--- config.mk ---
export PLATFORM = sky130hd
export DESIGN_NAME = alu_share_arbiter_flat
export DESIGN_NICKNAME = d
export VERILOG_FILES = /design/src/rtl/alu_share_arbiter_if.sv /design/src/rtl/alu_share_arbiter.sv /design/src/flat_wrapper.sv
export SDC_FILE = /design/constraint.sdc
export NUM_CORES = 1
export LEC_CHECK = 0
export ABC_AREA = 1
export BUFFER_PORTS_ARGS = -buffer_cell sky130_fd_sc_hd__buf_2
export CORE_MARGIN = 3
export CORE_UTILIZATION = 40
export DETAILED_ROUTE_END_ITERATION = 8
export MAX_ROUTING_LAYER = met4
export PLACE_DENSITY_LB_ADDON = 0.15
export RECOVER_POWER = 100
export SYNTH_ARGS = -nofsm -noshare
export SYNTH_HDL_FRONTEND = slang
export SYNTH_SLANG_ARGS = --single-unit
--- constraint.sdc ---
create_clock -name clk -period 1.15 [get_ports clk]
set_input_delay 0.0575 -clock clk [delete_from_list [all_inputs] [get_ports clk]]
set_output_delay 0.0575 -clock clk [all_outputs]
set_load 0.005 [all_outputs]
--- src/rtl/alu_share_arbiter_if.sv ---
// Bundle of requester, shared-ALU and response signals for alu_share_arbiter.
// The slave modport is the arbiter's view; master is the environment's view.
interface alu_share_arbiter_if;
    localparam int unsigned DATA_W = 16;
    localparam int unsigned OP_W   = 4;

    logic              req0_valid;
    logic              req0_ready;
    logic [DATA_W-1:0] req0_a;
    logic [DATA_W-1:0] req0_b;
    logic [OP_W-1:0]   req0_op;
    logic              req0_ainv;

    logic              req1_valid;
    logic              req1_ready;
    logic [DATA_W-1:0] req1_a;
    logic [DATA_W-1:0] req1_b;
    logic [OP_W-1:0]   req1_op;
    logic              req1_ainv;

    logic [DATA_W-1:0] alu_a;
    logic [DATA_W-1:0] alu_b;
    logic [OP_W-1:0]   alu_op;
    logic              alu_ainv;
    logic [DATA_W-1:0] alu_result;
    logic              alu_zero;
    logic              alu_ovf;
    logic              alu_cout;

    logic              rsp_valid;
    logic              rsp_id;
    logic [DATA_W-1:0] rsp_result;
    logic              rsp_zero;
    logic              rsp_ovf;
    logic              rsp_cout;
    logic              rsp_ready;

    modport slave (
        input  req0_valid, req0_a, req0_b, req0_op, req0_ainv,
        input  req1_valid, req1_a, req1_b, req1_op, req1_ainv,
        output req0_ready, req1_ready,
        output alu_a, alu_b, alu_op, alu_ainv,
        input  alu_result, alu_zero, alu_ovf, alu_cout,
        output rsp_valid, rsp_id, rsp_result, rsp_zero, rsp_ovf, rsp_cout,
        input  rsp_ready
    );

    modport master (
        output req0_valid, req0_a, req0_b, req0_op, req0_ainv,
        output req1_valid, req1_a, req1_b, req1_op, req1_ainv,
        input  req0_ready, req1_ready,
        input  alu_a, alu_b, alu_op, alu_ainv,
        output alu_result, alu_zero, alu_ovf, alu_cout,
        input  rsp_valid, rsp_id, rsp_result, rsp_zero, rsp_ovf, rsp_cout,
        output rsp_ready
    );
endinterface

--- src/rtl/alu_share_arbiter.sv ---
// Two-requester arbiter sharing one external combinational ALU16.
// One operation in flight: IDLE accepts, EXEC captures the ALU output, RESP holds it.
module alu_share_arbiter #(
    parameter bit PRIO_FIXED = 1'b0
) (
    input logic                clk,
    input logic                reset,
    alu_share_arbiter_if.slave bus
);
    localparam int unsigned DATA_W = 16;
    localparam int unsigned OP_W   = 4;

    typedef enum logic [1:0] {
        IDLE = 2'd0,
        EXEC = 2'd1,
        RESP = 2'd2
    } state_t;

    state_t            state;
    state_t            state_nxt;
    logic              grant_c;
    logic              accept_c;
    logic              last_grant;
    logic              owner;
    logic [DATA_W-1:0] a_q;
    logic [DATA_W-1:0] b_q;
    logic [OP_W-1:0]   op_q;
    logic              ainv_q;
    logic              rsp_valid_q;
    logic              rsp_id_q;
    logic [DATA_W-1:0] rsp_result_q;
    logic              rsp_zero_q;
    logic              rsp_ovf_q;
    logic              rsp_cout_q;

    // Winner selection; a lone requester wins regardless of history.
    always_comb begin : arbitrate
        grant_c = 1'b0;
        if (bus.req0_valid && bus.req1_valid) begin
            grant_c = PRIO_FIXED ? 1'b0 : ~last_grant;
        end else if (bus.req1_valid) begin
            grant_c = 1'b1;
        end
    end

    always_ff @(posedge clk) begin : state_reg
        if (reset) begin
            state <= IDLE;
        end else begin
            state <= state_nxt;
        end
    end

    // Readies are gated by reset so nothing is accepted on a reset edge.
    always_comb begin : fsm_next
        state_nxt      = state;
        accept_c       = 1'b0;
        bus.req0_ready = 1'b0;
        bus.req1_ready = 1'b0;
        case (state)
            IDLE: begin
                if ((bus.req0_valid || bus.req1_valid) && !reset) begin
                    accept_c       = 1'b1;
                    bus.req0_ready = ~grant_c;
                    bus.req1_ready = grant_c;
                    state_nxt      = EXEC;
                end
            end
            EXEC: state_nxt = RESP;
            RESP: begin
                if (bus.rsp_ready) begin
                    state_nxt = IDLE;
                end
            end
            default: state_nxt = IDLE;
        endcase
    end

    always_ff @(posedge clk) begin : datapath
        if (reset) begin
            last_grant   <= 1'b1;
            owner        <= 1'b0;
            a_q          <= '0;
            b_q          <= '0;
            op_q         <= '0;
            ainv_q       <= 1'b0;
            rsp_valid_q  <= 1'b0;
            rsp_id_q     <= 1'b0;
            rsp_result_q <= '0;
            rsp_zero_q   <= 1'b0;
            rsp_ovf_q    <= 1'b0;
            rsp_cout_q   <= 1'b0;
        end else begin
            if (accept_c) begin
                last_grant <= grant_c;
                owner      <= grant_c;
                a_q        <= grant_c ? bus.req1_a    : bus.req0_a;
                b_q        <= grant_c ? bus.req1_b    : bus.req0_b;
                op_q       <= grant_c ? bus.req1_op   : bus.req0_op;
                ainv_q     <= grant_c ? bus.req1_ainv : bus.req0_ainv;
            end
            if (state == EXEC) begin
                rsp_valid_q  <= 1'b1;
                rsp_id_q     <= owner;
                rsp_result_q <= bus.alu_result;
                rsp_zero_q   <= bus.alu_zero;
                rsp_ovf_q    <= bus.alu_ovf;
                rsp_cout_q   <= bus.alu_cout;
            end else if ((state == RESP) && bus.rsp_ready) begin
                rsp_valid_q <= 1'b0;
            end
        end
    end

    assign bus.alu_a      = a_q;
    assign bus.alu_b      = b_q;
    assign bus.alu_op     = op_q;
    assign bus.alu_ainv   = ainv_q;
    assign bus.rsp_valid  = rsp_valid_q;
    assign bus.rsp_id     = rsp_id_q;
    assign bus.rsp_result = rsp_result_q;
    assign bus.rsp_zero   = rsp_zero_q;
    assign bus.rsp_ovf    = rsp_ovf_q;
    assign bus.rsp_cout   = rsp_cout_q;
endmodule

--- src/flat_wrapper.sv ---
// flat-port wrapper written by rule: the top's interface ports become plain ports
module alu_share_arbiter_flat 
#(
    parameter bit PRIO_FIXED = 1'b0
)
  (clk, reset, bus_req0_valid, bus_req0_a, bus_req0_b, bus_req0_op, bus_req0_ainv, bus_req1_valid, bus_req1_a, bus_req1_b, bus_req1_op, bus_req1_ainv, bus_req0_ready, bus_req1_ready, bus_alu_a, bus_alu_b, bus_alu_op, bus_alu_ainv, bus_alu_result, bus_alu_zero, bus_alu_ovf, bus_alu_cout, bus_rsp_valid, bus_rsp_id, bus_rsp_result, bus_rsp_zero, bus_rsp_ovf, bus_rsp_cout, bus_rsp_ready);
  alu_share_arbiter_if bus_i ();
  input logic clk;
  input logic reset;
  input wire logic [$bits(bus_i.req0_valid)-1:0] bus_req0_valid;
  input wire logic [$bits(bus_i.req0_a)-1:0] bus_req0_a;
  input wire logic [$bits(bus_i.req0_b)-1:0] bus_req0_b;
  input wire logic [$bits(bus_i.req0_op)-1:0] bus_req0_op;
  input wire logic [$bits(bus_i.req0_ainv)-1:0] bus_req0_ainv;
  input wire logic [$bits(bus_i.req1_valid)-1:0] bus_req1_valid;
  input wire logic [$bits(bus_i.req1_a)-1:0] bus_req1_a;
  input wire logic [$bits(bus_i.req1_b)-1:0] bus_req1_b;
  input wire logic [$bits(bus_i.req1_op)-1:0] bus_req1_op;
  input wire logic [$bits(bus_i.req1_ainv)-1:0] bus_req1_ainv;
  output wire logic [$bits(bus_i.req0_ready)-1:0] bus_req0_ready;
  output wire logic [$bits(bus_i.req1_ready)-1:0] bus_req1_ready;
  output wire logic [$bits(bus_i.alu_a)-1:0] bus_alu_a;
  output wire logic [$bits(bus_i.alu_b)-1:0] bus_alu_b;
  output wire logic [$bits(bus_i.alu_op)-1:0] bus_alu_op;
  output wire logic [$bits(bus_i.alu_ainv)-1:0] bus_alu_ainv;
  input wire logic [$bits(bus_i.alu_result)-1:0] bus_alu_result;
  input wire logic [$bits(bus_i.alu_zero)-1:0] bus_alu_zero;
  input wire logic [$bits(bus_i.alu_ovf)-1:0] bus_alu_ovf;
  input wire logic [$bits(bus_i.alu_cout)-1:0] bus_alu_cout;
  output wire logic [$bits(bus_i.rsp_valid)-1:0] bus_rsp_valid;
  output wire logic [$bits(bus_i.rsp_id)-1:0] bus_rsp_id;
  output wire logic [$bits(bus_i.rsp_result)-1:0] bus_rsp_result;
  output wire logic [$bits(bus_i.rsp_zero)-1:0] bus_rsp_zero;
  output wire logic [$bits(bus_i.rsp_ovf)-1:0] bus_rsp_ovf;
  output wire logic [$bits(bus_i.rsp_cout)-1:0] bus_rsp_cout;
  input wire logic [$bits(bus_i.rsp_ready)-1:0] bus_rsp_ready;
  assign bus_i.req0_valid = bus_req0_valid;
  assign bus_i.req0_a = bus_req0_a;
  assign bus_i.req0_b = bus_req0_b;
  assign bus_i.req0_op = bus_req0_op;
  assign bus_i.req0_ainv = bus_req0_ainv;
  assign bus_i.req1_valid = bus_req1_valid;
  assign bus_i.req1_a = bus_req1_a;
  assign bus_i.req1_b = bus_req1_b;
  assign bus_i.req1_op = bus_req1_op;
  assign bus_i.req1_ainv = bus_req1_ainv;
  assign bus_req0_ready = bus_i.req0_ready;
  assign bus_req1_ready = bus_i.req1_ready;
  assign bus_alu_a = bus_i.alu_a;
  assign bus_alu_b = bus_i.alu_b;
  assign bus_alu_op = bus_i.alu_op;
  assign bus_alu_ainv = bus_i.alu_ainv;
  assign bus_i.alu_result = bus_alu_result;
  assign bus_i.alu_zero = bus_alu_zero;
  assign bus_i.alu_ovf = bus_alu_ovf;
  assign bus_i.alu_cout = bus_alu_cout;
  assign bus_rsp_valid = bus_i.rsp_valid;
  assign bus_rsp_id = bus_i.rsp_id;
  assign bus_rsp_result = bus_i.rsp_result;
  assign bus_rsp_zero = bus_i.rsp_zero;
  assign bus_rsp_ovf = bus_i.rsp_ovf;
  assign bus_rsp_cout = bus_i.rsp_cout;
  assign bus_i.rsp_ready = bus_rsp_ready;
  alu_share_arbiter #(.PRIO_FIXED(PRIO_FIXED)) u_core (.clk(clk), .reset(reset), .bus(bus_i));
endmodule
==> metrics.md, run 1 <==
| Metric | Value |
|---|---|
| Pin count of the biggest net entering global routing | 40 |
| Number of synthesized flops with an enable pin | 0 |
| WL/cell | 12.7 microns |
| Clock Tree Root | clkbuf_8 |
| Most frequent CP cell | nor2_4 |
| Critical path's largest stage delay | 330 ps |
| Nets@finish | 677 |
| # H-tree levels | 3 |
| Share of post-route cells with drive strength above 1 | 31.5% |
| CP Buf/Inv Count | 2 |
| GRT Overall Usage | 21.4% |
| Reg2reg end | u_core.bus.alu_a[10] |
| Area contributors post-synth | dfxtp_1 45%, nand2_1 20%, nand3_1 7.0%, nor2_1 6.1%, a21oi_1 5.4% |
| DR DRC count | 0 |
| Worst-skew pair later-pin latency | 340 ps |
| Seq/Total Area, Yosys | 44.7% |
| # rows | 29 |
| Buffers on Ports | 157 |
| Initial core utilization | 42.5% |
| Syn avg cell area | 6.95 sq um |
| Hold path depth | 5 |
| Synth warn | 0 |
| Ys async rst share | 0% |
| Pwr Total | 5680 uW |
| Post-synth top cells | 145 x nand2_1, 62 x dfxtp_1, 45 x nor2_1, 39 x nand3_1, 30 x a21oi_1 |
| Final setup fails | 38 |
| CP max-delay cell | dfxtp_2 |
| 1st-iter DRT viols | 118 |
| Final Cycle Share | 106% |
| Failing checks | negative setup slack |
| Area grow syn2layout | 48.6% |
| Initial antenna violation count | 0 |
| Dpl cells | 622 |
| CTS tree | done |
| CTS sink cnt | 62 |
| Post-route insts no fill | 661 |
| Clock buffer depth | 2 |
| Syn Std Cell Area | 2770 sq um |
| Cts bufs inserted | 9 |
| First-pass GRT wire length | 12800 microns |
| Clk slew on worst S/H paths | 70 ps |
| Finished layout cell area | 4120 sq um |
| Worst-margin pin slew | 459 ps |
| Die Area | 7970 sq um |
| Die width | 89.3 microns |
| Syn Inst Count | 399 |
| Net Switching | 1510 uW |
| Yosys reg bits | 62 |
| TNS Setup | -797 ps |
| Antenna Nets Post-Route | 0 |
| Count leader, synth | nand2_1 |
| Min-delay src | bus_req0_b[11] |
| Grt total ovfl | 0 |
| Ant diodes | 0 |
| Req. time, crit path | 1410 ps |
| Seq pwr share | 42.6% |
| GP Congestion | 0.820 |
| Rel. slew slack | 69.4% |
| Tmin final | 1220 ps |
| Hold Path Sink | u_core.bus.alu_b[11] |
| Nature of the critical path startpoint | register |
| Crit path depth | 7 |
| Critical path class | reg2reg |
| Final setup margin | -73.9 ps |
| Worst r2r src | u_core.state[1] |
| Setup Skew | 10.3 ps |
| P per Cell Area | 1380 nW/um^2 |
| Reg2reg path depth | 7 |
| Synth unique cells | 17 |
| Main flop type after synthesis | dfxtp_1 |
| HPWL Detailed | 5720 microns |
| Crit-path max FO | 11 |
| Max-capacitance violation count | 0 |
| Outcome | finished with violations |
| Peak supply drop | 0.000837 V |
| R2R Setup Slk | -70 ps |
| Vias | 3187 |
| Fmax | 817 MHz |
| Area leader, netlist | dfxtp_1 |
| Routed WL | 8370 microns |
| Drt via density | 4.82 |
| HP Class | in2reg |
| CORE AREA | 6530 sq um |
| Final Max Slew Viols | 0 |
| Dpl cell area | 3680 sq um |
| Syn nets | 497 |
| Clock group share of total power | 36.6% |
| Crit path cell chain | nor2_4, nand2_2, nor2_4, buf_4, clkbuf_16, nand2_1, a21oi_1 |
| Top cell family by delay on the critical path | buffers and inverters |
| Gate power share | 20.8% |
| Die height | 89.3 microns |
| RSZ-0062 raised after global routing | true |
| Leakage | 0.00200 uW |
| Hold Slack | 51.8 ps |
| Final hold violations | 0 |
| Router iterations before antenna repair | 4 |
| Sw Ratio | 26.7% |
| I/O Pins | 158 |
| Synth top area share | 44.7% |
| Number of global-route vias before repair | 2841 |
| Worst EP arrival | 1480 ps |
| Worst Setup End Kind | register |
| Cell Int Power | 4160 uW |
worst max-delay path by stage:
stage                           start                    to  slack, ps
CTS                   u_core.state[0]        bus_req1_ready       -110
global placement    u_core.last_grant   u_core.bus.alu_b[1]         -6
global route          u_core.state[1]        bus_req1_ready       -140
detailed placement    u_core.state[1]  u_core.bus.alu_a[11]        -50
finish                u_core.state[1]  u_core.bus.alu_a[10]        -70
floorplan           u_core.last_grant          u_core.owner         60
logic make-up (layout without fill, tap and decap cells):
| family | count (synthesis) | in the layout | share of synthesized area (%) |
|---|---|---|---|
| buffers and inverters | 35 | 220 | 7.31 |
| DFF | 62 | 62 | 44.7 |
| and+or+nand+nor | 242 | 242 | 35.9 |
| AOI/OAI and AO/OA | 60 | 60 | 12.0 |
cell usage in the layout, fill, tap and decap left out, types with 9 or more instances in the layout:
cell type,netlist,routed
dfxtp_1,62,59
o21ai_0,21,21
buf_4,3,15
a21oi_2,9,9
nand2_2,10,12
clkbuf_8,0,10
dlygate4sd3_1,0,20
nor2_1,45,43
buf_2,12,113
a21oi_1,30,30
clkbuf_1,9,45
nand2_1,145,141
nand3_1,39,39
metal layers:
layer	vias to the layer above	track usage (%)	wire length, microns
met5	-	-	0
met4	0	9.20	139
met3	11	7.47	662
met2	119	34.4	3970
met1	1424	24.1	3600
li1	1633	-	-
stage by stage:
step / util [%] / worst slack (ps)
after floorplan: - / 64.5
after global placement: 56.3 / -6.18
after detailed placement: 56.3 / -50.1
after CTS: 63.4 / -112
after global routing: 63.1 / -142
final: 63.1 / -73.9
repair_timing:
| item | CTS | global route |
|---|---|---|
| hold buffers | 20 | 0 |
| resized for setup | 12 | 7 |
| setup endpoints to repair | 40 | 58 |
| pin swaps | 6 | 4 |
| cloned | 0 | 1 |
| hold endpoints to repair | 20 | 0 |
| setup buffers | 3 | 0 |
power groups by stage:
stage / clock network (uW) / registers [uW] / logic, uW
after floorplan: 0 / 2470 / 586
after global placement: 0 / 2450 / 1090
after detailed placement: 0 / 2450 / 1110
after CTS: 2130 / 2410 / 1190
after global routing: 2230 / 2440 / 1330
final: 2080 / 2420 / 1180
layout make-up:
type	count	area [sq um]
fillers	613	2410
multi-input cells	302	1360
flip-flops and latches	62	1240
repair buffers	199	1190
clock buffers	12	145
well taps	77	96.3
clock inverters	4	70.1
inverters	5	18.8
worst min-delay path: stages:
cell     delay [ps]
buf_2            90
nand2_1          50
nand2_1          40
nand2_1          50
a21oi_1          50
Power figures use the tool's default switching activity.
==> inputs of run 2 (changes only) <==
- ABC_AREA: 1 -> 0
==> run 2 against run 1 <==
The flow still finishes with violations (negative setup slack); sequential share of layout area shrank 4.8 points; total power grew 6.9%; sequential power is essentially flat; clock skew shrank 5.3 ps; cell count shrank 1.5%; synthesized area grew 3.2%; worst hold slack lost 45 ps; critical path type is now reg2out; critical endpoint is now bus_req1_ready; largest power group unchanged.
==> metrics.md, run 2 <==
| Metric | Value |
|---|---|
| Count leader, synth | nand2_1 |
| Rel. slew slack | 72.6% (+3.2 points) |
| WL/cell | 14.4 microns (+14%) |
| Number of synthesized flops with an enable pin | 0 (unchanged) |
| HPWL Detailed | 5630 microns (-1.5%) |
| Die Area | 8200 sq um (+2.9%) |
| Final setup margin | -372 ps (-298 ps) |
| Final hold violations | 0 (unchanged) |
| Critical path class | reg2out |
| # H-tree levels | 3 (unchanged) |
| R2R Setup Slk | -340 ps (-270 ps) |
| Clock Tree Root | clkbuf_8 |
| Number of global-route vias before repair | 3136 (+10%) |
| Nature of the critical path startpoint | register |
| Worst-margin pin slew | 411 ps (-47.9 ps) |
| Share of post-route cells with drive strength above 1 | 46.7% (+15 points) |
| Antenna Nets Post-Route | 0 (unchanged) |
| Ys async rst share | 0% (unchanged) |
| Cts bufs inserted | 9 (unchanged) |
| Leakage | 0.00209 uW (+4.4%) |
| Die width | 90.6 microns (+1.5%) |
| Clk slew on worst S/H paths | 70 ps (about the same) |
| Nets@finish | 648 (-4.3%) |
| Post-route insts no fill | 651 (-1.5%) |
| Reg2reg end | u_core.bus.alu_b[11] |
| Drt via density | 4.91 (+1.9%) |
| Syn Inst Count | 324 (-19%) |
| DR DRC count | 0 (unchanged) |
| Main flop type after synthesis | dfxtp_1 |
| Area grow syn2layout | 71.3% |
| Most frequent cells in the layout | 121 x buf_2, 108 x nand2_1, 60 x dfxtp_1, 46 x dlygate4sd3_1, 36 x clkbuf_1 |
| Die height | 90.6 microns (+1.5%) |
| Hold path depth | 3 (-2) |
| Setup WS pre-CTS | -136 ps (-86.2 ps) |
| Max-capacitance violation count | 0 (unchanged) |
| Worst-skew pair later-pin latency | 330 ps (about the same) |
| Syn avg cell area | 8.83 sq um (+27%) |
| Fmax | 657 MHz (-20%) |
| Crit-path max FO | 4 (-7) |
| Final Cycle Share | 132% (+26 points) |
| Req. time, crit path | 1090 ps (-320 ps) |
| Area contributors post-synth | dfxtp_1 43%, a311oi_2 15%, nand2_1 15%, a21oi_1 7.0%, a21oi_2 5.8% |
| 1st-iter DRT viols | 91 (-23%) |
| Worst EP arrival | 1460 ps (-20 ps) |
| Reg area | 1250 sq um (+0.10%) |
| Dpl cells | 571 (-8.2%) |
| CTS sink cnt | 62 (unchanged) |
| Failing checks | negative setup slack |
| Tmin final | 1520 ps (+298 ps) |
| Min-delay src | bus_req0_b[0] |
| Initial core utilization | 41.7% (-0.81 points) |
| Vias | 3199 (+0.38%) |
| TNS Setup | -11830 ps (-11030 ps) |
| Peak supply drop | 0.000698 V (-17%) |
| Area of the multi-input gates | 1530 sq um (+13%) |
| Fill cells | 564 (-8.0%) |
| I/O Pins | 158 (unchanged) |
| RSZ-0062 raised after global routing | true |
| GP Congestion | 0.786 (-4.2%) |
| Buffers on Ports | 157 (unchanged) |
| Final Max Slew Viols | 0 (unchanged) |
| HP Class | in2reg |
| Initial antenna violation count | 0 (unchanged) |
| Area leader, netlist | dfxtp_1 |
| Commonest non-fill, non-tap cell in the layout | buf_2 |
| Setup Skew | 4.98 ps (-5.29 ps) |
| Outcome | finished with violations |
| # rows | 30 (+3.4%) |
| Syn nets | 422 (-15%) |
| Yosys reg bits | 62 (unchanged) |
| Seq/Total Area, Yosys | 43.4% (-1.4 points) |
| Ant diodes | 0 (unchanged) |
| Final setup fails | 62 (+63%) |
| Worst Setup End Kind | primary output |
| P per Cell Area | 1240 nW/um^2 (-10%) |
| Synth warn | 0 (unchanged) |
| Hold Path Sink | u_core.bus.alu_b[0] |
| Pin count of the biggest net entering global routing | 28 (-30%) |
| First-pass GRT wire length | 14700 microns (+14%) |
| Syn Std Cell Area | 2860 sq um (+3.2%) |
| Worst r2r src | u_core.state[0] |
| Routed WL | 9390 microns (+12%) |
| Synth unique cells | 26 (+9) |
| Clock buffer depth | 2 (unchanged) |
| CORE AREA | 6870 sq um (+5.2%) |
| GRT Overall Usage | 22.1% (+0.70 points) |
| Reg2reg path depth | 8 (+1) |
| Grt total ovfl | 0 (unchanged) |
| CTS tree | done |
| Router iterations before antenna repair | 4 (unchanged) |
| Synth top area share | 43.4% (-1.4 points) |
| Post-synth top cells | 115 x nand2_1, 62 x dfxtp_1, 40 x a21oi_1, 29 x a311oi_2, 19 x a21oi_2 |
run 2: timing repair:
item,in CTS,in global routing
endpoints found under the hold margin,36,0
endpoints found under the setup margin,61,62
resized for setup,14,41
pin swaps,5,12
hold buffers,46,0
setup buffers,7,7
gates cloned,4,3
run 2: worst max-delay path by stage:
stage                         start                  end  slack (ps)  cells past startpoint
detailed placement  u_core.state[0]  u_core.bus.alu_a[6]        -140                      5
CTS                 u_core.state[0]       bus_req0_ready        -400                      6
finish              u_core.state[0]       bus_req1_ready        -370                      6
floorplan           u_core.state[0]  u_core.bus.alu_a[4]         -30                      6
global route        u_core.state[0]       bus_req0_ready        -440                      6
global placement    u_core.state[0]  u_core.bus.alu_a[3]        -130                      5
run 2: routing by layer:
metal	share of wire, %	wire, microns	global-route usage [%]
met5	0	0	-
met3	5.9	555	4.08
met2	51	4750	37.7
met4	1.9	178	8.42
met1	42	3910	25.9
run 2: worst max-delay path: stages (launching register included):
cell and delay, ps:
dfxtp_4 350, nor3_4 270, buf_6 150, buf_12 90, nand3_2 90, inv_2 80, buf_6 90
run 2: through the flow:
step | hold WS, ps | power (uW) | cell area, sq um | util (%)
after floorplan | 193 | 3250 | 2890 | -
after global placement | 298 | 3760 | 3870 | 56.3
after detailed placement | 303 | 3790 | 3870 | 56.3
after CTS | 0.243 | 6010 | 4750 | 69.2
after global routing | 6.49 | 6380 | 4900 | 71.3
final | 7.15 | 6070 | 4900 | 71.3
run 2: power by group:
part	internal, uW	total [uW]	switching [uW]	leakage, uW
registers	2340	2450	117	0.000511
clock network	1060	1930	868	0.0000955
logic	898	1690	788	0.00148
total	4290	6070	1770	0.00209
run 2: layout make-up:
| type | count | area share, % |
|---|---|---|
| repair buffers | 246 | 36.3 |
| clock inverters | 5 | 1.20 |
| clock buffers | 11 | 2.88 |
| inverters | 3 | 0.485 |
| well taps | 96 | 2.45 |
| flip-flops and latches | 62 | 25.4 |
| multi-input cells | 228 | 31.2 |
run 2: cells by family after synthesis:
kind of cell | synth area share (%)
flops | 43.4
buf+inv | 7.13
simple gates | 17.4
compound gates | 32.1
